File: src/rtl/pipeline_pkg.sv
// Shared pipeline definitions.
//   fetch_state_t   : fetch sequencer states
//   PIPE_NOP_INSTR  : bubble encoding (sll $0,$0,0)
//   PIPE_EXC_VECTOR : exception entry address, shared with the exception logic
package pipeline_pkg;

  typedef enum logic [1:0] {
    IDLE = 2'd0,
    BUSY = 2'd1,
    DROP = 2'd2,
    HOLD = 2'd3
  } fetch_state_t;

  localparam logic [31:0] PIPE_NOP_INSTR  = 32'h0000_0000;
  localparam logic [31:0] PIPE_EXC_VECTOR = 32'h8000_0180;

endpackage

File: src/rtl/if_id_reg.sv
// Pipeline register with flush > stall > load priority.
//   clk, reset      : clock, synchronous active-low reset
//   flush           : slot becomes a bubble (valid=0, instr=NOP)
//   stall           : all fields hold
//   load            : capture instr_in / pc_in and mark valid
//   instr_in, pc_in : incoming word and its associated PC value
//   instr, pc, valid: registered slot contents
// With neither stall nor load the slot drains to a bubble. pc is left
// unchanged by bubbles so it still names the last real instruction.
module if_id_reg #(
  parameter int          W   = 32,
  parameter logic [W-1:0] NOP = '0
) (
  input  logic         clk,
  input  logic         reset,
  input  logic         flush,
  input  logic         stall,
  input  logic         load,
  input  logic [W-1:0] instr_in,
  input  logic [31:0]  pc_in,
  output logic [W-1:0] instr,
  output logic [31:0]  pc,
  output logic         valid
);

  always_ff @(posedge clk) begin
    if (!reset) begin
      instr <= NOP;
      pc    <= '0;
      valid <= 1'b0;
    end else if (flush) begin
      instr <= NOP;
      valid <= 1'b0;
    end else if (stall) begin
      instr <= instr;
      pc    <= pc;
      valid <= valid;
    end else if (load) begin
      instr <= instr_in;
      pc    <= pc_in;
      valid <= 1'b1;
    end else begin
      instr <= NOP;
      valid <= 1'b0;
    end
  end

endmodule

File: src/rtl/fetch_stage.sv
// Instruction fetch stage with IF/ID register and one-entry skid buffer.
//   clk, reset        : clock, synchronous active-low reset
//   imem_req/addr     : fetch request to instruction memory
//   imem_ready/rdata  : accept strobe and returned word
//   stall_d, flush_d  : IF/ID hold / invalidate from decode
//   redirect_d/_pc_d  : taken branch or jump and its target
//   exc_d             : exception raised in decode
//   instr_d, pcplus4_d, valid_d : IF/ID slot
//   epc               : address of the excepting instruction
//   state             : internal fetch_state_t, visible for debug probes
//
// Handshake: a fetch transfers in the cycle where imem_req and imem_ready
// are both 1; imem_rdata is valid in that same cycle. While imem_req=1 and
// imem_ready=0, imem_addr is held stable and imem_req stays asserted.
module fetch_stage
  import pipeline_pkg::*;
#(
  parameter logic [31:0] RESET_PC   = 32'h0000_0000,
  parameter logic [31:0] EXC_VECTOR = PIPE_EXC_VECTOR,
  parameter logic [31:0] NOP_INSTR  = PIPE_NOP_INSTR
) (
  input  logic        clk,
  input  logic        reset,
  output logic        imem_req,
  output logic [31:0] imem_addr,
  input  logic        imem_ready,
  input  logic [31:0] imem_rdata,
  input  logic        stall_d,
  input  logic        flush_d,
  input  logic        redirect_d,
  input  logic [31:0] redirect_pc_d,
  input  logic        exc_d,
  output logic [31:0] instr_d,
  output logic [31:0] pcplus4_d,
  output logic        valid_d,
  output logic [31:0] epc
);

  fetch_state_t state, state_nx;
  logic [31:0]  req_addr, req_addr_nx;
  logic [31:0]  drop_tgt, drop_tgt_nx;
  logic [31:0]  skid_word, skid_word_nx;

  logic         redir;
  logic [31:0]  tgt;
  logic         accept;
  logic         word_avail;
  logic [31:0]  word;

  assign redir  = exc_d | redirect_d;
  assign tgt    = exc_d ? EXC_VECTOR : redirect_pc_d;
  // A flush empties the slot, so decode can take a word even while stalled.
  assign accept = ~stall_d | flush_d;

  // The address register always names the word in flight (or parked in the
  // skid buffer while in HOLD), so it drives the bus directly.
  assign imem_addr = req_addr;

  always_ff @(posedge clk) begin
    if (!reset) begin
      state     <= IDLE;
      req_addr  <= RESET_PC;
      drop_tgt  <= RESET_PC;
      skid_word <= NOP_INSTR;
      epc       <= '0;
    end else begin
      state     <= state_nx;
      req_addr  <= req_addr_nx;
      drop_tgt  <= drop_tgt_nx;
      skid_word <= skid_word_nx;
      if (exc_d) epc <= pcplus4_d - 32'd4;
    end
  end

  always_comb begin
    state_nx     = state;
    req_addr_nx  = req_addr;
    drop_tgt_nx  = drop_tgt;
    skid_word_nx = skid_word;
    imem_req     = 1'b0;
    word_avail   = 1'b0;
    word         = imem_rdata;
    case (state)
      IDLE: begin
        state_nx = BUSY;
        if (redir) req_addr_nx = tgt;
      end
      BUSY: begin
        imem_req = 1'b1;
        if (redir) begin
          if (imem_ready) begin
            req_addr_nx = tgt;
          end else begin
            // Request cannot be withdrawn; remember where to go once it lands.
            drop_tgt_nx = tgt;
            state_nx    = DROP;
          end
        end else if (imem_ready) begin
          if (accept) begin
            word_avail  = 1'b1;
            req_addr_nx = req_addr + 32'd4;
          end else begin
            skid_word_nx = imem_rdata;
            state_nx     = HOLD;
          end
        end
      end
      DROP: begin
        imem_req = 1'b1;
        if (redir) drop_tgt_nx = tgt;
        if (imem_ready) begin
          // A redirect in the landing cycle is the latest one and wins.
          req_addr_nx = redir ? tgt : drop_tgt;
          state_nx    = BUSY;
        end
      end
      HOLD: begin
        if (redir) begin
          req_addr_nx = tgt;
          state_nx    = BUSY;
        end else if (accept) begin
          word_avail  = 1'b1;
          word        = skid_word;
          req_addr_nx = req_addr + 32'd4;
          state_nx    = BUSY;
        end
      end
      default: state_nx = IDLE;
    endcase
  end

  // In both load paths req_addr is the address of the delivered word.
  if_id_reg #(
    .W   (32),
    .NOP (NOP_INSTR)
  ) u_if_id (
    .clk      (clk),
    .reset    (reset),
    .flush    (flush_d),
    .stall    (stall_d),
    .load     (word_avail),
    .instr_in (word),
    .pc_in    (req_addr + 32'd4),
    .instr    (instr_d),
    .pc       (pcplus4_d),
    .valid    (valid_d)
  );

endmodule

File: config.mk
export PLATFORM = sky130hd
export DESIGN_NAME = fetch_stage
export DESIGN_NICKNAME = d
export VERILOG_FILES = /design/src/rtl/pipeline_pkg.sv /design/src/rtl/if_id_reg.sv /design/src/rtl/fetch_stage.sv
export SDC_FILE = /design/constraint.sdc
export NUM_CORES = 1
export LEC_CHECK = 0
export CORE_MARGIN = 2
export CORE_UTILIZATION = 47
export CTS_CLUSTER_SIZE = 12
export DETAILED_ROUTE_END_ITERATION = 16
export GPL_TIMING_DRIVEN = 0
export PLACE_DENSITY_LB_ADDON = 0.12
export SLEW_MARGIN = 5
export SYNTH_ARGS = -nofsm -noshare
export SYNTH_HDL_FRONTEND = slang
export SYNTH_SLANG_ARGS = --single-unit
File: constraint.sdc
create_clock -name clk -period 2.55 [get_ports clk]
set_clock_uncertainty 0.2 [all_clocks]
set_input_delay 0.3825 -clock clk [delete_from_list [all_inputs] [get_ports clk]]
set_output_delay 0.3825 -clock clk [all_outputs]
set_load 0.05 [all_outputs]
# --- Yosys cells after proc, flatten, opt, wreduce, memory -nomap -nowiden ---
# Cells that the tools add are included.
classes:
  n_addsub: 2
  eq_ne: 12
  mux: 32
  bitwise_logic: 6
  n_reduce_logical: 9
op_table:
  columns: ["operator", "n"]
  rows:
  - ["$mux 32", 15]
  - ["$pmux 32 s4", 1]
  - ["$pmux 32 s2", 1]
  - ["$add 32x3->32 const B", 1]
  - ["$sub 32x3->32 const B", 1]
  - ["$mux 2", 7]
  - ["$ne 3x3->1 const B", 4]
  - ["$reduce_and 3->1", 4]
  - ["$ne 2x2->1 const B", 5]
  - ["$pmux 2 s4", 1]
  - ["$mux 1", 6]
  - ["$reduce_and 5->1", 1]
  - ["$eq 2x2->1 const B", 2]
  - ["$not 1->1", 4]
  - ["$reduce_or 2->1", 2]
  - ["$eq 2x1->1 const B", 1]
  - ["$logic_not 2->1", 1]
  - ["$or 1x1->1", 2]
  - ["$pmux 1 s2", 1]
  - ["$reduce_bool 2->1", 1]
totals:
  register_bits: 195
  input_bits: 71
  out_inout_bits: 130
  elab_cells: 69

# --- Longest topological paths before layout ---
# Gate-level depths: netlist of the first run.
logic_depth:
  word_depth: 7
  depth_mapped: 10
  mapped_depth_nobuf: 7

# --- By module ---
# A second synthesis of the first run with hierarchy kept.
hier_totals:
  hier_cells: 1338
  area_unflattened_um2: 10555.1
by_module_without_submodules:
  columns: ["module", "instances", "cells_each", "area_each_um2", "seq_area_each_um2"]
  rows:
  - ["fetch_stage", 1, 1051, 7961.4, 2602.5]
  - ["if_id_reg", 1, 287, 2593.7, 1301.2]

# --- Least setup slack after synthesis of the first run ---
# OpenSTA, ideal clock, no wires.
synth_path:
  path_kind: "register -> register"
  startpoint: "register req_addr[2] (netlist: imem_addr[2])"
  endpoint: "register req_addr[28] (netlist: imem_addr[28])"
  setup_time_ps: 122
  t_arrival_ps: 2424
  required_ps: 2228
  setup_slack_ps: -196
  path_stages_with_launch: 7
  n_path_buf: 0
  synth_period_minus_slack_ps: 2746
  cell_sequence: "dfxtp_1 -> ha_1 -> nand4_1 -> or2_2 -> or4_1 -> nor4b_1 -> a221o_1"
synth_between:
  elab_chain_len: 5
  word_cells_on_any_way: 6
  classes_between: "add/sub: 1; mux: 5"
synth_rtl:
  columns: ["item", "line", "rtl"]
  rows:
  - ["from (decl)", "fetch_stage.sv:40", "logic [31:0] req_addr, req_addr_nx;"]
  - ["from (signal assigned)", "fetch_stage.sv:68", "req_addr <= req_addr_nx;"]
  - ["$add 32x3->32 (*)", "fetch_stage.sv:101, fetch_stage.sv:124", null]
  - ["$mux 32 (*)", "fetch_stage.sv:99, fetch_stage.sv:121", null]
  - ["$mux 32", "fetch_stage.sv:98", "end else if (imem_ready) begin"]
  - ["$mux 32", "fetch_stage.sv:90", "if (redir) begin"]
  - ["$pmux 32 s4 (*)", "fetch_stage.sv:83", "case (state)"]
# Every way passes the cells marked *; elsewhere a longest branch is shown, timed or not. The select of a mux whose other input is x is not followed.
# A chain may end at the register's enable or synchronous reset.

# --- Worst setup path after layout of the first run ---
layout_path:
  startpoint: "register req_addr[12] (netlist: imem_addr[12])"
  endpoint: "register req_addr[28] (netlist: imem_addr[28])"
# The elaborated chain is that of the path after synthesis.

==> results.md, run 1 <==
* Count leader, synth: dfxtp_1
* Final GP Congestion at 0.988
* Share of layout cells above drive strength 1 at 0.113
* Initial antenna violation count at 0
* Setup TNS at 0 ns
* Hold Fails Final Rpt at 0
* Ys Warns at 0
* Post-Synthesis Net Count at between 1000 and 1500
* Initial Util at 0.478
* Design area at 12900 um2
* Synth Flop Type: dfxtp_1
* PwrDens at 625 nW/um2
* Die area at 21800 um2
* # DRC at 0
* Max-cap violations at 0
* Area share of the largest cell type after synthesis at 0.403
* Port bufs at ~200
* Final period utilization at 0.990
* ANT nets after route at 0
* Status: completed
* Number of global-route vias before repair at 8962
* Dpl cells at 1646
* Io pins at between 200 and 250
* Final Core Density at 0.638
* Die Ht at 147 um
* Vias/cell at 5.96
* Hold Crit Class: input pin to flop
* DP Wirelength at approximately 25 mm
* Max clock buf depth at 2
* Seq/Total Area, Yosys at 0.403
* Total grt overflow at 0
* Slew margin rel. at 0.502
* Pre-Repair DR Iteration Count at 6
* Antenna cells at 0
* Skew-Pair Late Insertion Delay at between 0.4 and 0.5 ns
* Multi-input logic area at ~5500 um2
* Core Region at roughly 20000 um2
* Global-route wire length before repair at 51.4 mm
* Nets at 1468
* Flop-to-flop setup slack at ~0.026 ns
* CP startpoint kind: flop
* Cells after Synth at 1177
* Leading post-synthesis cells by cell area: dfxtp_1 40%, a21oi_1 5.6%, nand2_1 4.8%
* Maximum VDD drop at roughly 0.46 mV
* TritonCTS Sinks at 195
* Crit path max fanout at 6
* GRT Total Usage at 0.299
* Total CTS buffers at 17
* CP arrival at 2.65 ns
* Root buf cell: clkbuf_16
* Cell Area, Synth at 9680 um2
* Drt wl/cell at 20.1 um
* H-tree levels at 4
* Yosys reg bits at 195
* Synth area leader: dfxtp_1
* RSZ-0062 raised after global routing: true
* Final Max Tran Viols at 0
* Crit path kind: flop to flop
* Filler cell count in the final layout at 1790
* FP Rows at between 50 and 60
* Total area of sequential cells at just under 4000 um2
* Critical Path End Type: flop
* Ys async rst share at 0
* Pin count of the biggest net entering global routing at 20
* FMAX at 396 MHz
* Via count at 9973
* Worst-path clk slew at 0.08 ns
* Count of final setup violators at 0
* Layout area overhead at 33.5%
* Distinct cell type count after synthesis at 76
* EDFF count, synth at 0
* Post-Route WL at 33.7 mm
* Static leakage at approximately 4.8 nW
* Avg Cell Area, Syn at 8.22 um2
* Worst slew pin tran at 0.747 ns
* Commonest cells in the netlist: 195 x dfxtp_1, 123 x nand2_1, 112 x nor2_1, 109 x a21oi_1, 76 x clkbuf_1
* Worst path required time at 2.68 ns
* Initial DRC Count at 912
* CTS tree: done
* Final min period at around 2.5 ns
* Die Width at 147 um
* Non-Filler Instances at 1673
* Cell Area, Placed at 12000 um2
-- stage by stage --
step	hold slack (ns)	setup slack (ns)	total power, W
after floorplan	0.236	0.00565	0.00459
after global placement	0.241	-0.995	0.00528
after detailed placement	0.246	-0.991	0.00529
after CTS	0.148	-0.0387	0.00802
after global routing	0.193	-0.0242	0.00833
final	0.172	0.0259	0.00807
-- final timing paths --
check,start,endpoint,cells past startpoint
min reg2reg,skid_word[19],skid_word[19],2
min,stall_d,u_if_id.instr[31],3
max,imem_addr[12],imem_addr[28],6
max reg2reg,imem_addr[12],imem_addr[28],6
-- report_power, final --
part           internal (W)  switching [W]
logic              0.000722        0.00122
registers           0.00320       0.000196
clock network       0.00140        0.00134
total               0.00531        0.00276
-- flip-flops by register name, indices dropped and copies added, names as in the netlist --
register and count:
drop_tgt 32, epc 32, imem_addr 32, skid_word 32, u_if_id.instr 32, u_if_id.pc 32
state 2, u_if_id.valid 1
-- logic make-up (layout without fill, tap and decap cells) --
logic type | count (synthesis) | in the layout | synth area share
AO/OA/AOI/OAI | 387 | 387 | 0.264
XOR/XNOR | 47 | 47 | 0.0425
adder cells (fa/ha/maj) | 7 | 7 | 0.00905
buffers and inverters | 120 | 346 | 0.0493
flip-flops | 195 | 195 | 0.403
multiplexers | 44 | 44 | 0.0460
AND/OR/NAND/NOR | 377 | 377 | 0.186
-- final cells by class --
cell class,instances,area share
multi-input cells,862,0.429
clock inverters,15,0.0128
flip-flops and latches,195,0.304
clock buffers,17,0.0329
well taps,270,0.0262
inverters,17,0.00494
plain buffers,96,0.0354
repair buffers,201,0.155
-- layout by cell type (no fill, tap or decap), drive strengths merged, types with 4 or more instances in the layout --
cell,instances
a22oi,35
nor3,32
clkinv,8
or2,6
o2bb2ai,4
dfxtp,195
nand4,12
xnor2,38
a21o,6
mux2,4
nand3,29
and3,5
o211ai,15
xor2,9
nand2b,5
or4,8
a21oi,109
o31ai,5
clkbuf,86
buf,29
or3,8
a221oi,15
nor2b,5
inv,23
o21ai,82
nor2,113
a211oi,27
a31oi,5
nor4,23
a2bb2oi,33
clkdlybuf4s50,196
mux2i,40
nand2,123
o21a,6
o31a,7
ha,7
-- repair_timing --
item | CTS | global route
gates cloned | 0 | 0
hold buffers | 0 | 0
buffers inserted | 0 | 2
setup endpoints to repair | 185 | 158
hold endpoints to repair | 0 | 0
pin swaps | 0 | 3
resized for setup | 56 | 64
-- worst max-delay path, cell delays in order, from the launching register on --
cell and delay [ns]:
dfxtp_2 0.46, nand3_2 0.20, or3_1 0.34, clkbuf_1 0.19, or4_4 0.59, nor4b_2 0.18
a221o_1 0.26
-- metal layers --
metal	wire length (um)	global-route usage
met5	0	0
met4	503	0.0663
met3	3090	0.0620
met2	14900	0.453
met1	15100	0.440
(Power assumes the default switching activity.)
==> run 2: changes to the inputs <==
ABC_AREA = 1   (was default)
CORE_UTILIZATION = 48   (was 47)
SKIP_CTS_REPAIR_TIMING = 1   (was default)
==> run 2 against run 1 <==
Synthesized area grew 10%; final area grew 5.3%; first-iteration DRC count up 27%; sequential share of layout area is 1.7 points lower; power increased by 18%; highest routed layer unchanged; routed wire length grew 5.5%; largest cell class unchanged; via count rose by 19%; die area rose by 7.8%; fmax grew 3.0%; critical path depth fell by 5; utilization fell by 1.5 points.
==> results.md, run 2 <==
* DP Wirelength at 27.0 mm (was 25.2 mm)
* Total CTS buffers at 17 (unchanged)
* Final period utilization at 0.961 (was 0.990)
* CTS tree: done (unchanged)
* Max clock buf depth at 2 (unchanged)
* Maximum VDD drop at 0.456 mV (was 0.461 mV)
* Worst-path cell chain: clkdlybuf4s50_1 (was nand3_2, or3_1, clkbuf_1, or4_4, nor4b_2, a221o_1)
* CP bufs+invs at 1 (unchanged)
* Cell Area, Synth at 10700 um2 (was 9680 um2)
* FMAX at 408 MHz (was 396 MHz)
* Ys Warns at 0 (unchanged)
* Status: completed (unchanged)
* Initial antenna violation count at 0 (unchanged)
* Synth area leader: dfxtp_1 (unchanged)
* Core Region at 21800 um2 (was 20200 um2)
* Design area at 13600 um2 (was 12900 um2)
* Final GP Congestion at 0.944 (was 0.988)
* Sw frac at 0.404 (was 0.342)
* CP arrival at 1.87 ns (was 2.65 ns)
* Flop pwr share at 0.387 (was 0.420)
* Hold Fails Final Rpt at 0 (unchanged)
* Worst slew pin tran at 0.735 ns (was 0.747 ns)
* Io pins at 201 (unchanged)
* Vias/cell at 5.43 (was 5.96)
* RSZ-0062 raised after global routing: false (was true)
* CP max stage delay at 0.88 ns (was 0.59 ns)
* Port bufs at 198 (was 199)
* ANT nets after route at 0 (unchanged)
* Pre-Repair DR Iteration Count at 5 (was 6)
* Seq/Total Area, Yosys at 0.366 (was 0.403)
* Avg Cell Area, Syn at 6.37 um2 (was 8.22 um2)
* Non-Filler Instances at 2186 (was 1673)
* Post-Route WL at 35.5 mm (was 33.7 mm)
* Drt wl/cell at 16.3 um (was 20.1 um)
* Yosys reg bits at 195 (unchanged)
* Nets at 1971 (was 1468)
* Worst path required time at 1.97 ns (was 2.68 ns)
* Via count at 11900 (was 9973)
* Antenna cells at 0 (unchanged)
* EDFF count, synth at 0 (unchanged)
* Area share of the largest cell type after synthesis at 0.366 (was 0.403)
* Number of global-route vias before repair at 10700 (was 8962)
* Hold Crit Class: input pin to flop (unchanged)
* Leading post-synthesis cells by cell area: dfxtp_1 37%, nand2_1 15%, a21oi_1 8.0% (was dfxtp_1 40%, a21oi_1 5.6%, nand2_1 4.8%)
* Critical Path End Type: output port (was flop)
* Most common cell after layout, fill and taps aside: nand2_1 (was clkdlybuf4s50_1)
* Dpl cells at 2154 (was 1646)
* Slew margin rel. at 0.510 (was 0.502)
* Layout area overhead at 27.4% (was 33.5%)
* Int Pwr at 0.00569 W (was 0.00531 W)
* Crit path max fanout at 5 (was 6)
* Mux share of post-synthesis cell area at 0.00750 (was 0.0460)
* Die Width at 153 um (was 147 um)
* Share of layout cells above drive strength 1 at 0.0567 (was 0.113)
* Post-Synth Simple-Gate Area at 0.271 (was 0.186)
* Pin count of the biggest net entering global routing at 20 (unchanged)
* Initial DRC Count at 1156 (was 912)
* PwrDens at 703 nW/um2 (was 625 nW/um2)
* Ys async rst share at 0 (unchanged)
* Count of final setup violators at 0 (unchanged)
* H-tree levels at 4 (unchanged)
* CP top delay family: buffers and inverters (was simple AND/OR/NAND/NOR gates)
* Combinational share of power at 0.336 (was 0.240)
* Static leakage at 5.86 nW (was 4.75 nW)
* Final Max Tran Viols at 0 (unchanged)
* Initial Util at 0.489 (was 0.478)
* Cells after Synth at 1676 (was 1177)
* Total power at 0.00956 W (was 0.00807 W)
* Count leader, synth: nand2_1 (was dfxtp_1)
* Setup TNS at 0 ns (unchanged)
* Max-cap violations at 0 (unchanged)
* FP Rows at 54 (was 52)
* Skew-Pair Late Insertion Delay at 0.44 ns (about the same)
* Cell Area, Placed at 13000 um2 (was 12000 um2)
* Die Ht at 153 um (was 147 um)
* Final min period at 2.45 ns (was 2.52 ns)
* Post-Synth XOR/XNOR Area at 0.0213 (was 0.0425)
* Root buf cell: clkbuf_16 (unchanged)
* Slowest cell on crit path: clkdlybuf4s50_1 (was or4_4)
* Most frequent cells in the layout: 439 x nand2_1, 197 x clkdlybuf4s50_1, 195 x dfxtp_1 (was 196 x clkdlybuf4s50_1, 180 x dfxtp_1, 123 x nand2_1)
* Synth Area in Compound Gates at 0.225 (was 0.264)
* Main combinational cell family by area after synthesis: simple AND/OR/NAND/NOR gates (was compound AO/OA/AOI/OAI gates)
* GRT Total Usage at 0.296 (was 0.299)
* Synth Area in Adders at 0.00821 (was 0.00905)
* # DRC at 0 (unchanged)
* Worst-path clk slew at 0.08 ns (about the same)
* Global-route wire length before repair at 56.6 mm (was 51.4 mm)
* TritonCTS Sinks at 195 (unchanged)
* Synth Flop Type: dfxtp_1 (unchanged)
* Commonest cells in the netlist: 439 x nand2_1, 195 x dfxtp_1, 188 x nor2_1, 170 x a21oi_1, 161 x inv_1 (was 195 x dfxtp_1, 123 x nand2_1, 112 x nor2_1, 109 x a21oi_1, 76 x clkbuf_1)
* Clock power frac at 0.277 (was 0.339)
* Total grt overflow at 0 (unchanged)
* CP startpoint kind: flop (unchanged)
* Die area at 23400 um2 (was 21800 um2)
* Crit path kind: flop to output port (was flop to flop)
* Switching pwr at 0.00386 W (was 0.00276 W)
* Post-Synthesis Net Count at 1754 (was 1255)
* Distinct cell type count after synthesis at 38 (was 76)
-- run 2: area by class of cell --
| type | count | area, um2 |
|---|---|---|
| plain buffers | 102 | 435 |
| multi-input cells | 1205 | 5700 |
| fillers | 2129 | 8230 |
| clock buffers | 18 | 429 |
| clock inverters | 14 | 138 |
| repair buffers | 198 | 1980 |
| flip-flops and latches | 195 | 3900 |
| well taps | 280 | 350 |
| inverters | 174 | 657 |
-- run 2: power by group through the flow --
stage / Sequential, W / Combinational (W) / Clock, W
finish: 0.00370 / 0.00321 / 0.00264
detailed placement: 0.00375 / 0.00314 / 0
global placement: 0.00375 / 0.00311 / 0
floorplan: 0.00429 / 0.00147 / 0
CTS: 0.00368 / 0.00316 / 0.00266
global route: 0.00373 / 0.00345 / 0.00278
-- run 2: cells by family (layout without fill, tap and decap cells) --
group                    after synthesis  in the layout
AO/OA/AOI/OAI                        452            452
XOR/XNOR                              26             26
adder cells (fa/ha/maj)                7              7
buffers and inverters                276            506
flip-flops                           195            195
multiplexers                           8              8
AND/OR/NAND/NOR                      712            712
-- run 2: final timing paths --
check	from	endpoint	slack, ns	depth (start not counted)
hold / removal	stall_d	u_if_id.instr[0]	0.08	3
hold reg to reg	u_if_id.valid	u_if_id.valid	0.26	2
setup reg to reg	imem_addr[2]	imem_addr[12]	0.11	12
setup / recovery	imem_addr[18]	imem_addr[18]	0.1	1
-- run 2: metal layers --
metal  up-vias  part of all wire  GRT usage
met5         -                 0          0
li1       5872                 -          -
met1      5430              0.46      0.429
met3        32             0.088     0.0439
met4         0             0.013     0.0789
met2       526              0.44      0.461
-- run 2: stage by stage --
step | utilization | hold slack, ns | setup slack (ns)
after floorplan | - | 0.273 | 0.256
after CTS | 0.622 | 0.0599 | -0.0727
final | 0.623 | 0.0781 | 0.0993
after global routing | 0.623 | 0.0966 | 0.0130
after detailed placement | 0.596 | 0.251 | -0.236
after global placement | 0.596 | 0.253 | -0.238
==> run 3: changes to the inputs <==
CTS_CLUSTER_DIAMETER = 40   (was default)
==> results of run 3 <==
No change in the layout: final DEF, timing and power equal those of run 2.
